$ cat config.mk
export PLATFORM = sky130hd
export DESIGN_NAME = system_wrapper
export DESIGN_NICKNAME = d
export VERILOG_FILES = /design/src/rtl/system_wrapper.sv
export SDC_FILE = /design/constraint.sdc
export NUM_CORES = 1
export LEC_CHECK = 0
export BUFFER_PORTS_ARGS = -buffer_cell sky130_fd_sc_hd__buf_4
export CORE_MARGIN = 5
export CORE_UTILIZATION = 42
export DETAILED_ROUTE_END_ITERATION = 16
export PLACE_DENSITY = 0.7
export REMOVE_ABC_BUFFERS = 1
export SLEW_MARGIN = 20
export SYNTH_ARGS = -nofsm -noshare
export SYNTH_HDL_FRONTEND = slang
export SYNTH_SLANG_ARGS = --single-unit
$ cat constraint.sdc
create_clock -name init_clk -period 4.7 [get_ports init_clk]
set_input_delay 0.705 -clock init_clk [delete_from_list [all_inputs] [get_ports init_clk]]
set_output_delay 0.705 -clock init_clk [all_outputs]
set_load 0.02 [all_outputs]
$ cat src/rtl/system_wrapper.sv
// ---------------------------------------------------------------------------
// system_wrapper
// Serial-link demo: a router moves one 32-bit word from a source ROM to a
// destination RAM by framing it onto the serial TX lane. The RX lane
// (looped back externally) byte-locks on the idle character, checks each
// frame and commits it to RAM.
//
// Ports
//   init_clk                     system clock, all registers on its rising edge
//   reset_pb                     synchronous active-high reset
//   pma_init                     link hold-down: drops lock, forces txp low
//   GT_REFCLK_clk_p/_n           reference clock pins (pinout only)
//   GT_SERIAL_TX_txp/_txn        serial TX, MSB first, txn = ~txp
//   GT_SERIAL_RX_rxp/_rxn        serial RX, only rxp is used
//   channel_up                   receiver byte-locked
//   router_start_req             transfer request (rising edge in IDLE)
//   router_scr_addr              source ROM word address
//   router_dst_addr              destination RAM word address
//   router_done                  one-cycle pulse on frame commit
//
// Router FSM
//   state  | meaning
//   IDLE   | waiting for a request while the link is up
//   READ   | one-cycle ROM read of the source word
//   SEND   | frame handed to TX, waiting for checksum byte to finish
//   WAIT   | waiting for RX commit / bad checksum, or 128-cycle timeout
//
// Frame: 5C | {6'b0,dst[9:8]} | dst[7:0] | data[31:24..7:0] | xor(payload)
// ---------------------------------------------------------------------------
module system_wrapper (
    input  logic       init_clk,
    input  logic       reset_pb,
    input  logic       pma_init,
    input  logic       GT_REFCLK_clk_p,
    input  logic       GT_REFCLK_clk_n,
    output logic       GT_SERIAL_TX_txp,
    output logic       GT_SERIAL_TX_txn,
    input  logic       GT_SERIAL_RX_rxp,
    input  logic       GT_SERIAL_RX_rxn,
    output logic       channel_up,
    input  logic       router_start_req,
    input  logic [9:0] router_scr_addr,
    input  logic [9:0] router_dst_addr,
    output logic       router_done
);

    localparam logic [7:0] K_IDLE = 8'hBC;
    localparam logic [7:0] K_SOF  = 8'h5C;

    typedef enum logic [1:0] {S_IDLE = 2'd0, S_READ = 2'd1, S_SEND = 2'd2, S_WAIT = 2'd3} state_t;
    typedef enum logic [1:0] {R_HUNT = 2'd0, R_ALIGN = 2'd1, R_LOCK = 2'd2} rx_state_t;

    logic unused_pins;
    assign unused_pins = GT_REFCLK_clk_p ^ GT_REFCLK_clk_n ^ GT_SERIAL_RX_rxn;

    function automatic logic [31:0] rom_word(input logic [9:0] a);
        return 32'hC0DE_0000 + {22'd0, a};
    endfunction

    // ------------------------------------------------------------------
    // Router FSM
    // ------------------------------------------------------------------
    state_t      state_q, state_d;
    logic [9:0]  scr_q, dst_q;
    logic [31:0] data_q;
    logic        req_prev_q;
    logic [6:0]  timer_q, timer_d;
    logic        launch;
    logic        tx_frame_end;
    logic        send_req;
    logic        router_done_q;
    logic        rx_bad_q;

    // Rising edge only, so a held request launches a single transfer.
    assign launch = router_start_req && !req_prev_q && channel_up;

    always_ff @(posedge init_clk) begin
        if (reset_pb) begin
            state_q    <= S_IDLE;
            scr_q      <= '0;
            dst_q      <= '0;
            data_q     <= '0;
            req_prev_q <= 1'b0;
            timer_q    <= '0;
        end else begin
            state_q    <= state_d;
            req_prev_q <= router_start_req;
            timer_q    <= timer_d;
            if (state_q == S_IDLE && launch) begin
                scr_q <= router_scr_addr;
                dst_q <= router_dst_addr;
            end
            if (state_q == S_READ) begin
                data_q <= rom_word(scr_q);
            end
        end
    end

    // The RX result is registered, so WAIT still sees a commit that lands
    // on the same edge as the SEND->WAIT transition.
    always_comb begin
        state_d = state_q;
        case (state_q)
            S_IDLE:  if (launch) state_d = S_READ;
            S_READ:  state_d = S_SEND;
            S_SEND:  if (tx_frame_end) state_d = S_WAIT;
            S_WAIT:  if (router_done_q || rx_bad_q || timer_q == 7'd0) state_d = S_IDLE;
            default: state_d = S_IDLE;
        endcase
    end

    always_comb begin
        send_req = (state_q == S_SEND);
        timer_d  = timer_q;
        if (state_q == S_SEND) begin
            timer_d = 7'd127;
        end else if (state_q == S_WAIT && timer_q != 7'd0) begin
            timer_d = timer_q - 7'd1;
        end
    end

    // ------------------------------------------------------------------
    // TX serializer
    // ------------------------------------------------------------------
    logic [7:0] tx_shift_q;
    logic [2:0] tx_bit_q;
    logic       tx_busy_q, tx_busy_d;
    logic [2:0] tx_idx_q, tx_idx_d;
    logic [7:0] tx_next_byte;
    logic [7:0] tx_csum;
    logic       tx_boundary;

    assign tx_boundary  = (tx_bit_q == 3'd7);
    assign tx_frame_end = tx_boundary && tx_busy_q && (tx_idx_q == 3'd7);

    always_comb begin
        tx_csum = {6'b0, dst_q[9:8]} ^ dst_q[7:0] ^ data_q[31:24] ^
                  data_q[23:16] ^ data_q[15:8] ^ data_q[7:0];
        tx_busy_d    = tx_busy_q;
        tx_idx_d     = tx_idx_q;
        tx_next_byte = K_IDLE;
        if (tx_busy_q && tx_idx_q != 3'd7) begin
            tx_idx_d = tx_idx_q + 3'd1;
        end else if (tx_busy_q) begin
            tx_busy_d = 1'b0;
            tx_idx_d  = 3'd0;
        end else if (send_req) begin
            tx_busy_d = 1'b1;
            tx_idx_d  = 3'd0;
        end
        if (tx_busy_d) begin
            case (tx_idx_d)
                3'd0:    tx_next_byte = K_SOF;
                3'd1:    tx_next_byte = {6'b0, dst_q[9:8]};
                3'd2:    tx_next_byte = dst_q[7:0];
                3'd3:    tx_next_byte = data_q[31:24];
                3'd4:    tx_next_byte = data_q[23:16];
                3'd5:    tx_next_byte = data_q[15:8];
                3'd6:    tx_next_byte = data_q[7:0];
                default: tx_next_byte = tx_csum;
            endcase
        end
    end

    always_ff @(posedge init_clk) begin
        if (reset_pb) begin
            tx_shift_q <= K_IDLE;
            tx_bit_q   <= 3'd0;
            tx_busy_q  <= 1'b0;
            tx_idx_q   <= 3'd0;
        end else if (tx_boundary) begin
            tx_shift_q <= tx_next_byte;
            tx_bit_q   <= 3'd0;
            tx_busy_q  <= tx_busy_d;
            tx_idx_q   <= tx_idx_d;
        end else begin
            tx_shift_q <= {tx_shift_q[6:0], 1'b0};
            tx_bit_q   <= tx_bit_q + 3'd1;
        end
    end

    assign GT_SERIAL_TX_txp = tx_shift_q[7] & ~pma_init;
    assign GT_SERIAL_TX_txn = ~GT_SERIAL_TX_txp;

    // ------------------------------------------------------------------
    // Receiver
    // ------------------------------------------------------------------
    rx_state_t   rx_state_q;
    logic [7:0]  rx_win_q, rx_win_d;
    logic [2:0]  rx_bit_q;
    logic [1:0]  rx_good_q;
    logic [1:0]  rx_err_q;
    logic        rx_in_frame_q;
    logic [2:0]  rx_idx_q;
    logic [9:0]  rx_hdr_q;
    logic [31:0] rx_data_q;
    logic [7:0]  rx_csum_q;
    logic        rx_byte_stb;
    logic        rx_frame_last;
    logic        rx_commit;
    logic        rx_fail;
    logic [9:0]  dst_addr;
    logic [31:0] data_arbiter_recv;
    logic [31:0] dst_ram [0:1023];

    assign rx_win_d      = {rx_win_q[6:0], GT_SERIAL_RX_rxp};
    assign rx_byte_stb   = (rx_state_q != R_HUNT) && (rx_bit_q == 3'd7);
    assign rx_frame_last = (rx_state_q == R_LOCK) && rx_in_frame_q && rx_byte_stb &&
                           (rx_idx_q == 3'd6) && !pma_init;
    assign rx_commit     = rx_frame_last && (rx_win_d == rx_csum_q);
    assign rx_fail       = rx_frame_last && (rx_win_d != rx_csum_q);

    always_ff @(posedge init_clk) begin
        if (reset_pb) begin
            rx_state_q        <= R_HUNT;
            rx_win_q          <= '0;
            rx_bit_q          <= '0;
            rx_good_q         <= '0;
            rx_err_q          <= '0;
            rx_in_frame_q     <= 1'b0;
            rx_idx_q          <= '0;
            rx_hdr_q          <= '0;
            rx_data_q         <= '0;
            rx_csum_q         <= '0;
            router_done_q     <= 1'b0;
            rx_bad_q          <= 1'b0;
            dst_addr          <= '0;
            data_arbiter_recv <= '0;
        end else begin
            rx_win_q      <= rx_win_d;
            router_done_q <= rx_commit;
            rx_bad_q      <= rx_fail;
            if (rx_commit) begin
                dst_addr          <= rx_hdr_q;
                data_arbiter_recv <= rx_data_q;
            end
            if (pma_init) begin
                rx_state_q    <= R_HUNT;
                rx_in_frame_q <= 1'b0;
                rx_err_q      <= '0;
            end else begin
                rx_bit_q <= rx_bit_q + 3'd1;
                case (rx_state_q)
                    R_HUNT: begin
                        // The matching window itself is the first of four idles.
                        if (rx_win_d == K_IDLE) begin
                            rx_state_q <= R_ALIGN;
                            rx_bit_q   <= 3'd0;
                            rx_good_q  <= 2'd1;
                        end
                    end
                    R_ALIGN: begin
                        if (rx_byte_stb) begin
                            if (rx_win_d != K_IDLE) begin
                                rx_state_q <= R_HUNT;
                            end else if (rx_good_q == 2'd3) begin
                                rx_state_q    <= R_LOCK;
                                rx_err_q      <= '0;
                                rx_in_frame_q <= 1'b0;
                            end else begin
                                rx_good_q <= rx_good_q + 2'd1;
                            end
                        end
                    end
                    R_LOCK: begin
                        if (rx_byte_stb) begin
                            if (rx_in_frame_q) begin
                                rx_idx_q <= rx_idx_q + 3'd1;
                                if (rx_idx_q < 3'd6) rx_csum_q <= rx_csum_q ^ rx_win_d;
                                if (rx_idx_q < 3'd2) begin
                                    rx_hdr_q <= {rx_hdr_q[1:0], rx_win_d};
                                end else if (rx_idx_q < 3'd6) begin
                                    rx_data_q <= {rx_data_q[23:0], rx_win_d};
                                end
                                if (rx_idx_q == 3'd6) rx_in_frame_q <= 1'b0;
                            end else if (rx_win_d == K_SOF) begin
                                rx_in_frame_q <= 1'b1;
                                rx_idx_q      <= 3'd0;
                                rx_csum_q     <= '0;
                                rx_err_q      <= '0;
                            end else if (rx_win_d == K_IDLE) begin
                                rx_err_q <= '0;
                            end else if (rx_err_q == 2'd2) begin
                                rx_state_q <= R_HUNT;
                                rx_err_q   <= '0;
                            end else begin
                                rx_err_q <= rx_err_q + 2'd1;
                            end
                        end
                    end
                    default: rx_state_q <= R_HUNT;
                endcase
            end
        end
    end

    // RAM has no reset; a reset edge suppresses a coincident commit.
    always_ff @(posedge init_clk) begin
        if (rx_commit && !reset_pb) begin
            dst_ram[rx_hdr_q] <= rx_data_q;
        end
    end

    assign channel_up  = (rx_state_q == R_LOCK);
    assign router_done = router_done_q;

endmodule

After elaboration in Yosys (flattened, before gate mapping)

Index checks and enable logic that the tools add are counted.

$add $sub $neg: 8
Mux-type cells: 53
Magnitude comparators: 1
Equality and inequality tests: 38
Reductions and logical operators: 38
Bitwise logic cells: 11

Operator list:

| operator                                                              | number |
|---|---|
| 8-bit one-hot mux with 7 select lines                                 | 1 |
| 2-bit two-way mux                                                     | 23 |
| 8-bit two-way mux                                                     | 5 |
| 8-bit bitwise XOR                                                     | 5 |
| 31-bit by 11-bit adder with 32-bit output, first input constant       | 1 |
| 2-bit inequality test, second input constant                          | 11 |
| 3-bit equality test, second input constant                            | 7 |
| 3-bit two-way mux                                                     | 7 |
| 1-bit logical AND                                                     | 14 |
| 7-bit two-way mux                                                     | 2 |
| 3-bit by 1-bit adder with 3-bit output, second input constant         | 4 |
| 6-bit AND reduction                                                   | 2 |
| 2-bit equality test, second input constant                            | 5 |
| 1-bit two-way mux                                                     | 10 |
| 5-bit AND reduction                                                   | 2 |
| 2-bit nonzero test                                                    | 5 |
| 8-bit by 7-bit equality test with 1-bit output, second input constant | 1 |
| 8-bit equality test                                                   | 1 |
| 8-bit equality test, second input constant                            | 1 |
| 8-bit inequality test                                                 | 1 |
| 8-bit inequality test, second input constant                          | 1 |
| 2-bit one-hot mux with 2 select lines                                 | 2 |
| 2-bit one-hot mux with 4 select lines                                 | 1 |
| 8-bit AND reduction                                                   | 1 |
| other kinds (23)                                                      | 36 |

Bits in registers: 107
Output and inout bits: 4
Logic and storage cells: 170
Bits of input ports: 28

Depth between registers and ports, before layout

Depth in word-level cells: 8
Depth in mapped cells: 8
Depth with buffers taken out: 7

Least setup slack after synthesis

OpenSTA, ideal clock, no wires.

Path kind: input-to-output
Start point: input pma_init
End point: output GT_SERIAL_TX_txp
Arrival: 1.374 ns
Required time: 3.995 ns
Cell stages on the path: 3
Path buffers: 1
Path slack: 2.621 ns
Path through: clkbuf_1 -> nand2b_1 -> inv_1

Longest elaborated chain between the ends: 2

RTL lines:

| what                | line | text |
|---|---|---|
| start: declaration  | 33   | `input logic pma_init,` |
| 1-bit NOT (no line) | n/a  |  |
| 1-bit AND           | 182  | `assign GT_SERIAL_TX_txp = tx_shift_q[7] & ~pma_init;` |
| end: declaration    | 36   | `output logic GT_SERIAL_TX_txp,` |

No other way between the ends.

Final worst setup path

Start point: register tx_idx_q[0]
End point: register tx_shift_q[1]

Longest elaborated chain between the ends: 7
Elaborated cells on any way between the ends: 17
Classes of those cells: add/sub: 1; eq/ne: 7; mux: 7; reduce/logical: 2

RTL lines:

| what                                                                                           | line | text |
|---|---|---|
| start: declaration                                                                             | 128  | `logic [2:0] tx_idx_q, tx_idx_d;` |
| start signal: assignment                                                                       | 175  | `tx_idx_q <= tx_idx_d;` |
| parallel branches: the longest is 5 deep, another holds 3-bit by 1-bit adder with 3-bit output | n/a  |  |
| 8-bit two-way mux (*)                                                                          | 151  | `if (tx_busy_d) begin` |
| 8-bit two-way mux (*)                                                                          | 171  | `end else if (tx_boundary) begin` |
| end signal: assignment                                                                         | 172  | `tx_shift_q <= tx_next_byte;` |
| end signal: assignment                                                                         | 177  | `tx_shift_q <= {tx_shift_q[6:0], 1'b0};` |
| end: declaration                                                                               | 125  | `logic [7:0] tx_shift_q;` |

Every way passes the cells marked *.
A chain may end at the register's enable or synchronous reset.

==> summary.md <==
At the worst endpoint, the required time is 4950 ps. dfxtp_1 takes more of the synthesized area than any other cell. Number of warnings printed during yosys synthesis: 0. The combined area of the multi-input logic cells is 2296 µm², and the number of failing setup endpoints in the final timing report is 0.

The total routed wire length on the met1 layer was 4319 µm. Clock latency on the worst-skew pair, taken at its later pin, is 350 ps. The prevailing post-synth register cell was dfxtp_1.

0 antenna diodes ended up in the layout. The tree is rooted in a clkbuf_8. The tools report the peak supply drop as 0.1445 mV.

By startpoint and endpoint, the worst setup path is classified as flop to flop. The run gives 66 as the number of distinct library cells after synthesis. For this run, the slowest stage of the critical path takes 520 ps.

The wire length after detailed routing came out at 8685 µm. Counting every instance in the synthesized netlist gives 484. Worst slack after detailed placement: 2086 ps. Summed over all nets, wire length on met2 after detailed routing comes to 4042 µm. The longest clock path from root to sink contains 2 buffers. Entering global routing, the biggest net connects 74 pins.

Aggregate global routing overflow: 0. The final-report hold violation count was 0; the area growth from synthesis to layout was 11.22%. The number of global-route vias before repair came out at 3,251.

The final layout contains 542 nets. After synthesis the cells add up to 4183 µm². Data on the critical path arrives at its endpoint at 2890 ps.

Critical path's top delay family: compound AO/OA/AOI/OAI gates. The total buffers and inverters traversed by the critical path came out at 0. The flow ran to the end, and the final reports show no timing, DRC or antenna violations. The run gives 15.56% as the total routing usage reported by global routing. The type of the tightest min-delay check is flop to flop. The total of cells resized after clock tree synthesis was 0; the vias after detailed routing was 3,383. The average wire length per cell after detail routing was 13.66 µm; the register area was 1722 µm². The first TritonRoute pass finished after 4 iterations.

The most numerous cell in the Yosys netlist was dfxtp_1. The total clock sinks is 86. The H-tree was split into 3 levels. Walking the worst path, the cells encountered are ha_1, ha_1, and2b_4, a21oi_2, mux2_2, a32o_1, a2bb2oi_1.

TritonCTS built the clock tree. By area the synthesized netlist is led by dfxtp_1 41%, a21oi_1 5.7%, nand2_1 5.7%. Summed over all nets, the half-perimeter wirelength after detailed placement is 5787 µm. Measured on the finished design, the core utilization comes to 47.81%. In this run the tightest slew margin relative to its limit is 47.02%.

The run gives 2061 ps as the smallest setup slack after layout. Clock skew on the completed layout was measured at 6.624 ps. The number of buffers inserted by hold repair at cts is 0, and the number of antenna violations at the first check in global routing is 0. Total power for the finished layout comes to 1.401 mW. The wire length of the first global-routing pass is 14,940 µm, and the number of register bits inferred by synthesis is 86. The routed design could run at a clock period as short as 2639 ps. Most numerous cell on the critical path: ha_1. After floorplanning, the core was sized to cover 9729 µm².

The congestion estimate from routability-driven global placement came to 0.8421. On the critical path, the stage with the largest delay is an instance of a21oi_2. The analysis attributes to cell leakage a power of 1.785 nW. STA classifies the critical path endpoint as a flop.

After detailed routing, the met3 layer carries 195 µm of wire. The ratio of final minimum period to clock period works out to 56.15%. The number of violations of the max-capacitance limit is 0, and the count of input and output buffers is 28.

The maximum clock frequency is 378.9 MHz, and the average instance area after synthesis is 8.642 µm². The fill cell total of the finished layout was 959; the initial core utilization was 42.99%. Sequential cells were found to cover 41.16% of the synthesized design area. For the total clock buffers created by CTS, the log shows 9.

The kind of launch point of the worst setup path is a flop. Buffers added to address setup during post-CTS repair amount to 0. Of all nets on the critical path, the largest fanout is 15. The number of vias per cell after detailed routing was 5.319; the number of ports placed on the die boundary was 32. Cells with a size suffix above 1 make up 12.33% of the layout. The logs give 0 ps for the setup TNS after final layout and 0 for the remaining antenna violation count after routing.

The DRC violation count after routing is 0. The async set or reset register ratio after synthesis was 0%. The die width is 109.8 µm. Measured slew at the worst slew-check pin: 794.7 ps. The commonest cells after synthesis are 86 x dfxtp_1, 64 x nand2_1, 48 x a21oi_1. The floorplan has 36 rows. The clock slew at the register clock pins of the worst setup and hold paths is 80 ps, and the overall die height is 109.8 µm.

The final max-slew violation count is 0. Signal routing reaches up to met4. The die footprint is 12,050 µm², and the power density normalized to cell area is 301.1 nW/µm². The share of synthesized area in the top cell type comes to 41.16%. Counting flops with a built-in enable in the synthesized netlist gives 0. Setup repair after global routing left no endpoint under its margin.

The logs give 429.0 ps for the final-layout worst hold slack and 171 for the violation count after the first detailed-routing iteration.
## power by group
group	switching, mW	internal, mW
logic	0.0608	0.0538
registers	0.0164	0.743
clock network	0.252	0.275
total	0.329	1.07
## flip-flops by register name, indices dropped and copies added, names as in the netlist, 3 cells and up
name / count
data_q: 11
dst_q: 10
scr_q: 10
rx_csum_q: 8
tx_shift_q: 8
rx_win_q: 7
timer_q: 7
rx_bit_q: 3
rx_idx_q: 3
tx_bit_q: 3
tx_idx_q: 3
## routing by layer
layer,GRT usage [%],vias to the layer above
met4,6.322,0
met5,0,-
li1,-,1731
met3,2.995,9
met1,19.89,1605
met2,25.65,38
## metrics by stage
stage | instance area (µm²) | std cells
floorplan | 4066 | 458
global placement | 4451 | 620
detailed placement | 4451 | 620
CTS | 4652 | 636
global route | 4652 | 636
finish | 4652 | 636
## worst register-to-register path, stage by stage, from the launching register on
cell	delay [ps]
dfxtp_1	490
ha_1	200
ha_1	260
and2b_4	250
a21oi_2	520
mux2_2	420
a32o_1	260
a2bb2oi_1	140
## path summary, 6_finish.rpt
path | from | endpoint | slack [ps] | depth (start not counted)
worst max-delay path | tx_idx_q[0]$_SDFFE_PP0P_ | tx_shift_q[1]$_SDFF_PP0_ | 2060 | 7
worst min-delay path | tx_bit_q[0]$_SDFF_PP0_ | tx_bit_q[0]$_SDFF_PP0_ | 430 | 1
worst max register to register | tx_idx_q[0]$_SDFFE_PP0P_ | tx_shift_q[1]$_SDFF_PP0_ | 2060 | 7
worst min register to register | tx_bit_q[0]$_SDFF_PP0_ | tx_bit_q[0]$_SDFF_PP0_ | 430 | 1
## cell families after synthesis
logic type | synth area share [%]
flip-flops | 41.16
multiplexers | 3.649
buffers and inverters | 3.949
adder cells (fa/ha/maj) | 4.786
AND/OR/NAND/NOR | 23.72
XOR/XNOR | 5.654
AO/OA/AOI/OAI | 17.08
## area by class of cell
class,count,share of cell area (%)
timing repair buffer,29,4.680
clock inverter,3,0.9145
clock buffer,13,3.416
multi-input combinational,359,49.35
inverter,13,1.049
tap,133,3.577
sequential,86,37.01
## placed cells by master, fill, tap and decap left out, types with 3 or more instances in the layout
cell type | synthesis | final
o32a_1 | 3 | 3
o21ai_0 | 14 | 14
or4_1 | 3 | 3
and3_1 | 4 | 4
nor4_1 | 5 | 5
o21a_1 | 5 | 5
nor2_1 | 34 | 34
a211oi_1 | 5 | 5
xnor2_1 | 7 | 7
a22o_1 | 3 | 3
xor2_1 | 20 | 20
a21oi_1 | 48 | 48
nor2b_1 | 10 | 10
clkbuf_8 | 0 | 11
nand3b_1 | 3 | 3
a31oi_1 | 6 | 6
dfxtp_1 | 86 | 86
buf_4 | 3 | 29
o22ai_1 | 3 | 3
or2_2 | 3 | 3
nand3_1 | 15 | 15
nor3_1 | 9 | 9
a21o_1 | 3 | 3
ha_1 | 16 | 16
nand2b_1 | 5 | 5
inv_1 | 13 | 13
and2_1 | 7 | 7
or3_1 | 4 | 4
mux2i_1 | 13 | 13
nor3b_2 | 3 | 3
a22oi_1 | 3 | 3
nand2_1 | 64 | 64
Note: power is estimated with default switching activity, not from simulation.
